### src/rtl/cpu_pipe_pkg.sv
// Shared types and constants for the 16-bit pipelined CPU front end.
package cpu_pipe_pkg;

    typedef enum logic [2:0] {
        ST_FETCH,
        ST_WAIT,
        ST_HOLD,
        ST_DRAIN,
        ST_HALTED
    } fetch_state_t;

    localparam logic [15:0] BUBBLE_INSTR = 16'h4000;
    localparam logic [3:0]  HALT_OPCODE  = 4'hF;
    localparam logic [15:0] PC_INC       = 16'd2;

    typedef struct packed {
        logic [15:0] instr;
        logic [15:0] pc_inc;
        logic        valid;
    } ifid_t;

endpackage

### src/rtl/ifid_skid_buf.sv
// Single-entry holding register that parks a fetched instruction while decode is stalled.
module ifid_skid_buf
    import cpu_pipe_pkg::*;
(
    input  logic  clk,
    input  logic  rst,
    input  logic  load,
    input  logic  clear,
    input  ifid_t d,
    output ifid_t q,
    output logic  full
);

    // Clear wins over load so a flush always empties the entry.
    always_ff @(posedge clk or posedge rst) begin
        if (rst) begin
            q    <= '0;
            full <= 1'b0;
        end else if (clear) begin
            q    <= '0;
            full <= 1'b0;
        end else if (load) begin
            q    <= d;
            full <= 1'b1;
        end
    end

endmodule

### src/rtl/if_id_fetch_stage.sv
// Instruction fetch stage with PC, single-outstanding imem requests and the IF/ID register.
// Optional performance counters are enabled with IFID_PERF_COUNT_EN.
module if_id_fetch_stage #(
    parameter logic [15:0] RESET_PC     = 16'h0000,
    parameter logic [15:0] BUBBLE_INSTR = cpu_pipe_pkg::BUBBLE_INSTR,
    parameter logic [3:0]  HALT_OPCODE  = cpu_pipe_pkg::HALT_OPCODE
) (
    input  logic        clk,
    input  logic        rst,
    output logic        imem_req,
    output logic [15:0] imem_addr,
    input  logic [15:0] imem_rdata,
    input  logic        imem_rvalid,
    input  logic        stall,
    input  logic        flush,
    input  logic [15:0] redirect_pc,
    output logic [15:0] pc_out,
    output logic [15:0] q_instr,
    output logic [15:0] q_pc_inc,
    output logic        q_valid,
    output logic        q_halt
`ifdef IFID_PERF_COUNT_EN
    ,
    output logic [31:0] bubble_cnt,
    output logic [31:0] stall_cnt
`endif
);
    import cpu_pipe_pkg::*;

    fetch_state_t state, state_next;
    logic [15:0]  pc, pc_next, pc_plus;
    ifid_t        ifid, ifid_d, buf_q, skid_d, bubble;
    logic         ifid_we, buf_load, buf_clear, buf_full, req;

    assign pc_plus = pc + PC_INC;
    assign bubble  = '{instr: BUBBLE_INSTR, pc_inc: 16'h0000, valid: 1'b0};
    assign skid_d  = '{instr: imem_rdata, pc_inc: pc_plus, valid: 1'b1};

    ifid_skid_buf u_skid (
        .clk   (clk),
        .rst   (rst),
        .load  (buf_load),
        .clear (buf_clear),
        .d     (skid_d),
        .q     (buf_q),
        .full  (buf_full)
    );

    // Flush overrides everything; an outstanding request is drained so its stale reply is dropped.
    always_comb begin
        state_next = state;
        pc_next    = pc;
        ifid_d     = bubble;
        ifid_we    = 1'b0;
        buf_load   = 1'b0;
        buf_clear  = 1'b0;
        req        = 1'b0;
        imem_addr  = pc;
        if (flush) begin
            ifid_we    = 1'b1;
            pc_next    = redirect_pc;
            buf_clear  = 1'b1;
            state_next = ((state == ST_WAIT || state == ST_DRAIN) && !imem_rvalid)
                         ? ST_DRAIN : ST_FETCH;
        end else begin
            case (state)
                ST_FETCH: begin
                    req        = 1'b1;
                    state_next = ST_WAIT;
                    ifid_we    = !stall;
                end
                ST_WAIT: begin
                    if (imem_rvalid) begin
                        if (stall) begin
                            buf_load   = 1'b1;
                            state_next = ST_HOLD;
                        end else begin
                            ifid_we = 1'b1;
                            ifid_d  = skid_d;
                            pc_next = pc_plus;
                            if (imem_rdata[15:12] == HALT_OPCODE) begin
                                state_next = ST_HALTED;
                            end else begin
                                req       = 1'b1;
                                imem_addr = pc_plus;
                            end
                        end
                    end else begin
                        ifid_we = !stall;
                    end
                end
                ST_HOLD: begin
                    if (!stall) begin
                        ifid_we    = 1'b1;
                        ifid_d     = buf_full ? buf_q : bubble;
                        pc_next    = buf_full ? pc_plus : pc;
                        state_next = (buf_full && buf_q.instr[15:12] == HALT_OPCODE)
                                     ? ST_HALTED : ST_FETCH;
                    end
                end
                ST_DRAIN: begin
                    ifid_we = !stall;
                    if (imem_rvalid) state_next = ST_FETCH;
                end
                ST_HALTED: begin
                    ifid_we = !stall;
                end
                default: state_next = ST_FETCH;
            endcase
        end
    end

    always_ff @(posedge clk or posedge rst) begin
        if (rst) begin
            state <= ST_FETCH;
            pc    <= RESET_PC;
            ifid  <= bubble;
        end else begin
            state <= state_next;
            pc    <= pc_next;
            if (ifid_we) ifid <= ifid_d;
        end
    end

    assign imem_req = req & ~rst;
    assign pc_out   = pc;
    assign q_instr  = ifid.instr;
    assign q_pc_inc = ifid.pc_inc;
    assign q_valid  = ifid.valid;
    assign q_halt   = ifid.valid && (ifid.instr[15:12] == HALT_OPCODE);

`ifdef IFID_PERF_COUNT_EN
    // Both counters saturate rather than wrap.
    always_ff @(posedge clk or posedge rst) begin
        if (rst) begin
            bubble_cnt <= 32'h0;
            stall_cnt  <= 32'h0;
        end else begin
            if (ifid_we && !ifid_d.valid && bubble_cnt != 32'hFFFF_FFFF)
                bubble_cnt <= bubble_cnt + 32'd1;
            if (stall && state != ST_HALTED && stall_cnt != 32'hFFFF_FFFF)
                stall_cnt <= stall_cnt + 32'd1;
        end
    end
`else
    // Performance counters compiled out.
`endif

endmodule

### config.mk
export PLATFORM = sky130hd
export DESIGN_NAME = if_id_fetch_stage
export DESIGN_NICKNAME = d
export VERILOG_FILES = /design/src/rtl/cpu_pipe_pkg.sv /design/src/rtl/ifid_skid_buf.sv /design/src/rtl/if_id_fetch_stage.sv
export SDC_FILE = /design/constraint.sdc
export NUM_CORES = 1
export LEC_CHECK = 0
export ABC_CLOCK_PERIOD_IN_PS = 2600
export BUFFER_PORTS_ARGS = -buffer_cell sky130_fd_sc_hd__buf_2
export CAP_MARGIN = 5
export CORE_MARGIN = 1
export CORE_UTILIZATION = 54
export DETAILED_ROUTE_END_ITERATION = 6
export PLACE_DENSITY = 0.85
export RECOVER_POWER = 50
export SLEW_MARGIN = 5
export SYNTH_ARGS = -nofsm -noshare
export SYNTH_HDL_FRONTEND = slang
export SYNTH_SLANG_ARGS = --single-unit
### constraint.sdc
create_clock -name clk -period 2.6 [get_ports clk]
set_input_delay 0.13 -clock clk [delete_from_list [all_inputs] [get_ports clk]]
set_output_delay 0.13 -clock clk [all_outputs]
set_load 0.01 [all_outputs]
==> flow_summary_export.csv, run 1 <==
group,metric,value,unit
critical_path,rrSetupSlack,460,ps
timing,fmax,0.406,GHz
die,die_h,91.8,um
die,die-area,8420,um^2
critical_path,critPathKind,"flip-flop to primary output",
die,fp-row-count,32,
timing,hold_ws,10.7,ps
critical_path,r2r_cells,6,
global_routing,grt_start_max_net_pins,52,
logic_synthesis,ys_ff_latch,85,
logic_synthesis,synth_edf_count,0,
die,die_w,91.8,um
global_routing,antenna_found_initial,0,
finish,finalNetCount,592,
global_routing,grt-busiest-layer,"met2",
min_path,holdCritStartpoint,"imem_rdata[7]",
logic_synthesis,synth_nets,503,
min_path,hp-class,"primary input to flip-flop",
logic_synthesis,async_flop_share,100,%
pwr,total_power,3.25,mW
routing,drc,0,
die,io-pin-count,104,
routing,viasPerCell,6.01,
critical_path,start_kind,"flip-flop",
logic_synthesis,synth_cell_types,48,
logic_synthesis,netlist_area,4350,um^2
global_routing,grt_use_met3,3.15,%
timing,layout_setup_ws,135,ps
pwr,irDropWorstVdd,0.000389,V
min_path,min_to,"u_skid.q[24]$_DFFE_PP0P_",
logic_synthesis,syn_avg_cell_area,9.36,um^2
routing,drt-total-wl,11.4,mm
timing,rsz0062_at_grt,"false",
timing,fin_worst_skew,10.4,ps
routing,wire_per_inst,17.3,um
finish,syn2layout_area_growth,16.8,%
clocking,cts_setup_buffers,0,
global_routing,use_met2,44.8,%
critical_path,cp_cell_sequence,"ha_2, nand3_4, nor4_4, nand3_1, nand2b_1, xnor2_1, buf_2",
clocking,clk_path_buf_depth,2,
routing,drt_iter0_markers,370,
critical_path,cp.arrival,2330,ps
critical_path,cp_slowest_stage_delay,510,ps
logic_synthesis,synth_ff_type,"dfrtp_1",
global_routing,grt_pass1_vias,3737,
global_routing,grt_pass1_wl,18.5,mm
global_routing,grt_use_met1,39.1,%
critical_path,cp_slowest_cell,"dfrtp_1",
clocking,htree_levels,3,
clocking,root_buffer,"clkbuf_8",
clocking,cts_tree,"built",
die,core_area,7770,um^2
critical_path,crit_path_end_kind,"primary output",
run_status,status,"finished, violations left",
min_path,hold_depth,3,
routing,dr.pass1.iters,6,
finish,fin_area,5080,um^2
logic_synthesis,seq_area_frac_synth,48.9,%
logic_synthesis,ys.warnings.count,0,
routing,detail-route-antenna-nets,0,
routing,vias,3965,
clocking,cts_sinks,85,
timing,tns,0,ps
finish,fin_util,65.4,%
finish,finalNonFillerCells,660,
clocking,numCtsBuffers,9,
run_status,violations,"capacitance limit, slew limit",
die,initial_core_util,56.0,%
finish,drive_gt1_share,19.7,%
finish,n_antenna_cell,0,
clocking,clock_latency,360,ps
timing,fin_crit,2460,ps
global_routing,grt.overflow.total,0,
timing,setup_viol,0,
logic_synthesis,syn_inst,465,
placement,post_dp_cell_area,4910,um^2
placement,hpwl,7.83,mm
timing,max_slew.worst_pin.slew,1530,ps
placement,place_inst,644,
clocking,clk_pin_slew_worst_paths,90,ps
timing,finalMaxSlewViolations,36,
critical_path,r2r-start,"pc_out[1]$_DFFE_PP0P_",
placement,gp_congestion,1.00,
global_routing,grt_use_total,28.3,%
pwr,power_leakage,2.13,nW
placement,place_ws,429,ps
run,maxCapViolations,1,
critical_path,required,2470,ps
pwr,p_per_area,639,nW/um^2
timing,relSlewSlack,-2.61,%
timing,hold_viol,0,
critical_path,rr_endpoint,"u_skid.q[16]$_DFFE_PP0P_",
placement,io_buffers,103,
timing,period_share,94.8,%
critical_path,critPathMaxFanout,7,
[how the worst max path moves through the flow]
| stage | from | end | slack [ps] | depth (start not counted) |
|---|---|---|---|---|
| final | pc_out[1]$_DFFE_PP0P_ | imem_addr[15] | 140 | 7 |
| after global routing | pc_out[1]$_DFFE_PP0P_ | imem_addr[15] | 1 | 7 |
| after CTS | state[0]$_DFFE_PP0P_ | imem_addr[9] | 40 | 7 |
| after detailed placement | state[0]$_DFFE_PP0P_ | imem_addr[9] | 430 | 7 |
| after global placement | state[0]$_DFFE_PP0P_ | imem_addr[9] | 510 | 7 |
| after floorplan | rst | pc_out[0]$_DFFE_PP0P_ | 280 | 1 |
[synth_stat cells (2+ instances only)]
| library cell | number | area (um^2) |
|---|---|---|
| nor3_1 | 4 | 20.0 |
| a211oi_1 | 4 | 30.0 |
| and3b_1 | 2 | 17.5 |
| clkbuf_1 | 12 | 45.0 |
| nor3_2 | 3 | 30.0 |
| o211ai_1 | 2 | 15.0 |
| xnor2_1 | 19 | 166 |
| nand2_1 | 87 | 327 |
| a22oi_1 | 31 | 233 |
| inv_1 | 10 | 37.5 |
| nand3_4 | 2 | 35.0 |
| o21ai_1 | 23 | 115 |
| nor2_1 | 31 | 116 |
| buf_4 | 9 | 67.6 |
| a311oi_1 | 8 | 70.1 |
| a21oi_1 | 41 | 205 |
| nand3_1 | 8 | 40.0 |
| o32a_1 | 2 | 20.0 |
| nand3b_1 | 2 | 15.0 |
| o22ai_1 | 6 | 37.5 |
| dfrtp_1 | 84 | 2100 |
| o21ai_0 | 18 | 90.1 |
| nand4_1 | 2 | 12.5 |
| xor2_1 | 9 | 78.8 |
| nor2b_1 | 2 | 12.5 |
| buf_2 | 16 | 80.1 |
| mux2_2 | 2 | 22.5 |
| nand2b_1 | 5 | 31.3 |
| nor4_4 | 2 | 42.5 |
[power breakdown]
group	total, mW	internal (mW)	switching (mW)
logic	0.656	0.241	0.415
registers	1.54	1.41	0.130
clock network	1.05	0.565	0.483
total	3.25	2.22	1.03
[state kept, by name, summed over array words and instances, names as in the netlist]
register and count:
pc_out 16, q_instr 16, q_pc_inc 16, q_valid 1, state 3, u_skid.full 1, u_skid.q 32
[layout make-up]
class | instances | area, um^2
fill | 652 | 2690
multi-input combinational | 332 | 2000
clock inverter | 5 | 83.8
inverter | 10 | 38.8
tap | 102 | 128
timing repair buffer | 116 | 563
clock buffer | 10 | 138
sequential | 85 | 2130
[worst max-delay path, delay by kind of cell (launching register included)]
family	cells	cell delay (ps)
buffers and inverters	1	140
adder cells (fa/ha/maj)	1	310
AND/OR/NAND/NOR	4	890
flip-flops	1	510
XOR/XNOR	1	130
[routing by layer]
layer	up-vias	part of all wire, %
met5	-	0
met4	0	2.5
met3	24	7.2
met2	209	49
met1	1930	42
li1	1802	-
[cells in the final DEF (no fill, tap or decap), types with 2 or more instances in the layout]
master,Yosys,final
a311oi_1,8,8
a22oi_1,31,31
xnor2_1,19,19
o21ai_0,18,18
o22ai_1,6,6
and3b_1,2,2
nand4_1,2,2
nand2b_1,5,5
mux2_2,2,2
o21ai_1,23,23
nor2b_1,2,2
nand2_1,87,87
clkbuf_8,0,10
clkbuf_1,12,42
buf_4,9,11
nor2_1,31,30
o211ai_1,2,2
nor3_1,4,3
buf_2,16,61
xor2_1,9,9
bufinv_16,0,2
o32a_1,2,2
nand3b_1,2,2
nor3_2,3,4
dfrtp_1,84,83
nor4_4,2,2
a211oi_1,4,4
nand3_4,2,2
inv_1,10,9
nand3_1,8,8
clkinvlp_4,0,2
a21oi_1,41,41
[kinds of logic (layout without fill, tap and decap cells)]
kind of cell | Yosys count | in the layout | synth area share [%]
DFF | 85 | 85 | 48.9
xor gates and xnor gates | 28 | 28 | 5.64
AOI/OAI and AO/OA | 141 | 141 | 20.2
muxes | 3 | 3 | 0.748
and+or+nand+nor | 159 | 159 | 18.8
adders and majority gates | 1 | 1 | 0.288
buffers and inverters | 48 | 141 | 5.41
[repair_timing]
item                                    in CTS  in global routing
endpoints found under the setup margin       0                  8
hold endpoints to repair                    34                  0
gates resized for setup                      0                  3
hold buffers                                 1                  0
No activity file was read; power rests on OpenSTA's default activity.
==> inputs of run 2 (changes only) <==
--- a/config.mk
+++ b/config.mk
@@ -5,6 +5,7 @@
 export SDC_FILE = /design/constraint.sdc
 export NUM_CORES = 1
 export LEC_CHECK = 0
+export ABC_AREA = 1
 export ABC_CLOCK_PERIOD_IN_PS = 2600
 export BUFFER_PORTS_ARGS = -buffer_cell sky130_fd_sc_hd__buf_2
 export CAP_MARGIN = 5
==> flow_summary_export.csv, run 2 <==
group,metric,value,unit
finish,regMostFlops,"u_skid.q",
global_routing,grt.overflow.total,0,
logic_synthesis,synth_cell_types,35,
logic_synthesis,synth_nets,627,
placement,post_dp_cell_area,5040,um^2
finish,drive_gt1_share,16.6,%
pwr,p_per_area,729,nW/um^2
routing,drc,0,
clocking,root_buffer,"clkbuf_8",
timing,hold_ws,9.04,ps
clocking,clk_path_buf_depth,2,
logic_synthesis,yosys.area.top_type,"dfrtp_1",
logic_synthesis,synth_common_cells,"239 x nand2_1, 84 x dfrtp_1, 58 x nand3_1",
timing,relSlewSlack,22.8,%
global_routing,grt_start_max_net_pins,60,
die,fp-row-count,32,
clocking,post_cts_resized,0,
pwr,power_leakage,2.71,nW
run_status,status,"completed",
finish,finalNetCount,725,
logic_synthesis,ys.warnings.count,0,
global_routing,antenna_found_initial,0,
finish,fin_area,5260,um^2
critical_path,critPathMaxFanout,6,
finish,n_antenna_cell,0,
routing,dr.pass1.iters,5,
finish,final_common_cell,"nand2_1",
finish,largest_register_ffs,32,
run,maxCapViolations,0,
die,io-pin-count,104,
routing,viasPerCell,5.65,
critical_path,crit_path_end_kind,"primary output",
timing,setup_viol,0,
placement,io_buffers,103,
finish,fin_util,66.7,%
clocking,numCtsBuffers,9,
die,die_w,93.4,um
pwr,irDropWorstVdd,0.000318,V
timing,tns,0,ps
critical_path,required,2470,ps
die,initial_core_util,57.2,%
timing,hold_viol,0,
routing,detail-route-antenna-nets,0,
logic_synthesis,synth_edf_count,0,
global_routing,grt_pass1_wl,19.7,mm
clocking,cts_sinks,85,
timing,max_slew.worst_pin.slew,1150,ps
timing,period_share,85.8,%
finish,n_fill_cell,697,
logic_synthesis,netlist_area,4510,um^2
timing,finalMaxSlewViolations,0,
timing,fmax,0.448,GHz
critical_path,cp.arrival,2100,ps
routing,vias,4485,
placement,gp_congestion,0.927,
clocking,htree_levels,3,
logic_synthesis,syn_avg_cell_area,7.66,um^2
logic_synthesis,syn_inst,589,
finish,final_cell_mix,"239 x nand2_1, 84 x dfrtp_1, 68 x buf_2, 58 x nand3_1, 36 x clkbuf_1",
clocking,clk_pin_slew_worst_paths,90,ps
clocking,clock_latency,360,ps
die,die_h,93.4,um
routing,drt_iter0_markers,321,
logic_synthesis,yosysMostFrequentCell,"nand2_1",
timing,fin_worst_skew,10.4,ps
pwr,total_power,3.84,mW
global_routing,grt_pass1_vias,4283,
timing,rsz0062_at_grt,"false",
timing,fin_crit,2230,ps
logic_synthesis,ys_ff_latch,85,
logic_synthesis,ys_top_cells_by_area,"dfrtp_1 47%, nand2_1 20%, nand3_1 6.4%",
die,die-area,8720,um^2
logic_synthesis,synth_top_area_share,46.6,%
routing,drt-total-wl,11.8,mm
logic_synthesis,async_flop_share,100,%
critical_path,start_kind,"flip-flop",
placement,hpwl,8.19,mm
critical_path,critPathKind,"flip-flop to primary output",
clocking,cts_tree,"built",
finish,syn2layout_area_growth,16.7,%
logic_synthesis,seq_area_frac_synth,47.2,%
die,core_area,7890,um^2
logic_synthesis,synth_ff_type,"dfrtp_1",
min_path,hp-class,"primary input to flip-flop",
global_routing,grt_use_total,29.0,%
routing,wire_per_inst,14.9,um
run 2: cell count changes in the layout (fill, tap and decap cells not counted), moves of 7 or more:
| cell | change |
|---|---|
| nand2_1 | +152 |
| nand3_1 | +50 |
| a21oi_1 | -34 |
| inv_1 | +20 |
| xnor2_1 | -19 |
| o21ai_0 | +17 |
| a22oi_1 | -13 |
| o21ai_1 | -13 |
| nor2_1 | -10 |
| a311oi_1 | -8 |
| buf_2 | +7 |
run 2: power breakdown:
part | switching, mW | leakage (nW) | total (mW) | internal [mW]
combinational | 0.698 | 1.48 | 1.07 | 0.371
clock | 0.508 | 0.111 | 1.06 | 0.552
sequential | 0.197 | 1.12 | 1.71 | 1.51
run 2: cells by family (layout without fill, tap and decap cells):
family	after synthesis	in the layout	share of synthesized area, %
and+or+nand+nor	351	351	33.5
DFF	85	85	47.2
AOI/OAI and AO/OA	80	80	10.5
buffers and inverters	65	168	7.18
xor gates and xnor gates	7	7	1.36
adders and majority gates	1	1	0.277
run 2: timing repair:
action | CTS | global route
hold endpoints to repair | 30 | 0
buffers inserted | 0 | 0
hold buffers | 6 | 0
run 2: stage by stage:
step / instances / worst slack (ps)
after global placement: 772 / 761
final: 794 / 370
after global routing: 794 / 220
after floorplan: 589 / 278
after CTS: 794 / 386
after detailed placement: 772 / 684
run 2: final timing paths:
kind                                          from                  endpoint  cells past startpoint  slack [ps]
min in group asynchronous                      rst      state[0]$_DFFE_PP0P_                      3         530
max in group asynchronous                      rst    pc_out[12]$_DFFE_PP0P_                      4         670
max                          pc_out[1]$_DFFE_PP0P_              imem_addr[8]                      7         370
min reg2reg                u_skid.q[4]$_DFFE_PP0P_   u_skid.q[4]$_DFFE_PP0P_                      2         480
max reg2reg                   state[1]$_DFFE_PP0P_   u_skid.q[6]$_DFFE_PP0P_                      7         680
min                                  imem_rdata[0]  u_skid.q[17]$_DFFE_PP0P_                      3           9
run 2: critical path, cell delays in order (launching register included):
cell and delay, ps:
dfrtp_1 450, inv_1 130, nor2_1 310, nand2_1 150, xor2_1 390, nand2_1 90, o21ai_0 70, buf_2 150
run 2: routing by layer:
layer / track usage (%) / routed length [um] / part of all wire, %
met1: 37.8 / 5020 / 42
met2: 46.9 / 5680 / 48
met5: 0 / 0 / 0
met3: 4.80 / 776 / 6.6
met4: 14.5 / 342 / 2.9
run 2: layout make-up:
class	count	area (um^2)	area share [%]
tap	102	128	2.42
clock buffer	10	128	2.42
sequential	85	2130	40.4
timing repair buffer	117	592	11.2
inverter	35	135	2.57
clock inverter	6	95.1	1.81
multi-input combinational	439	2060	39.1
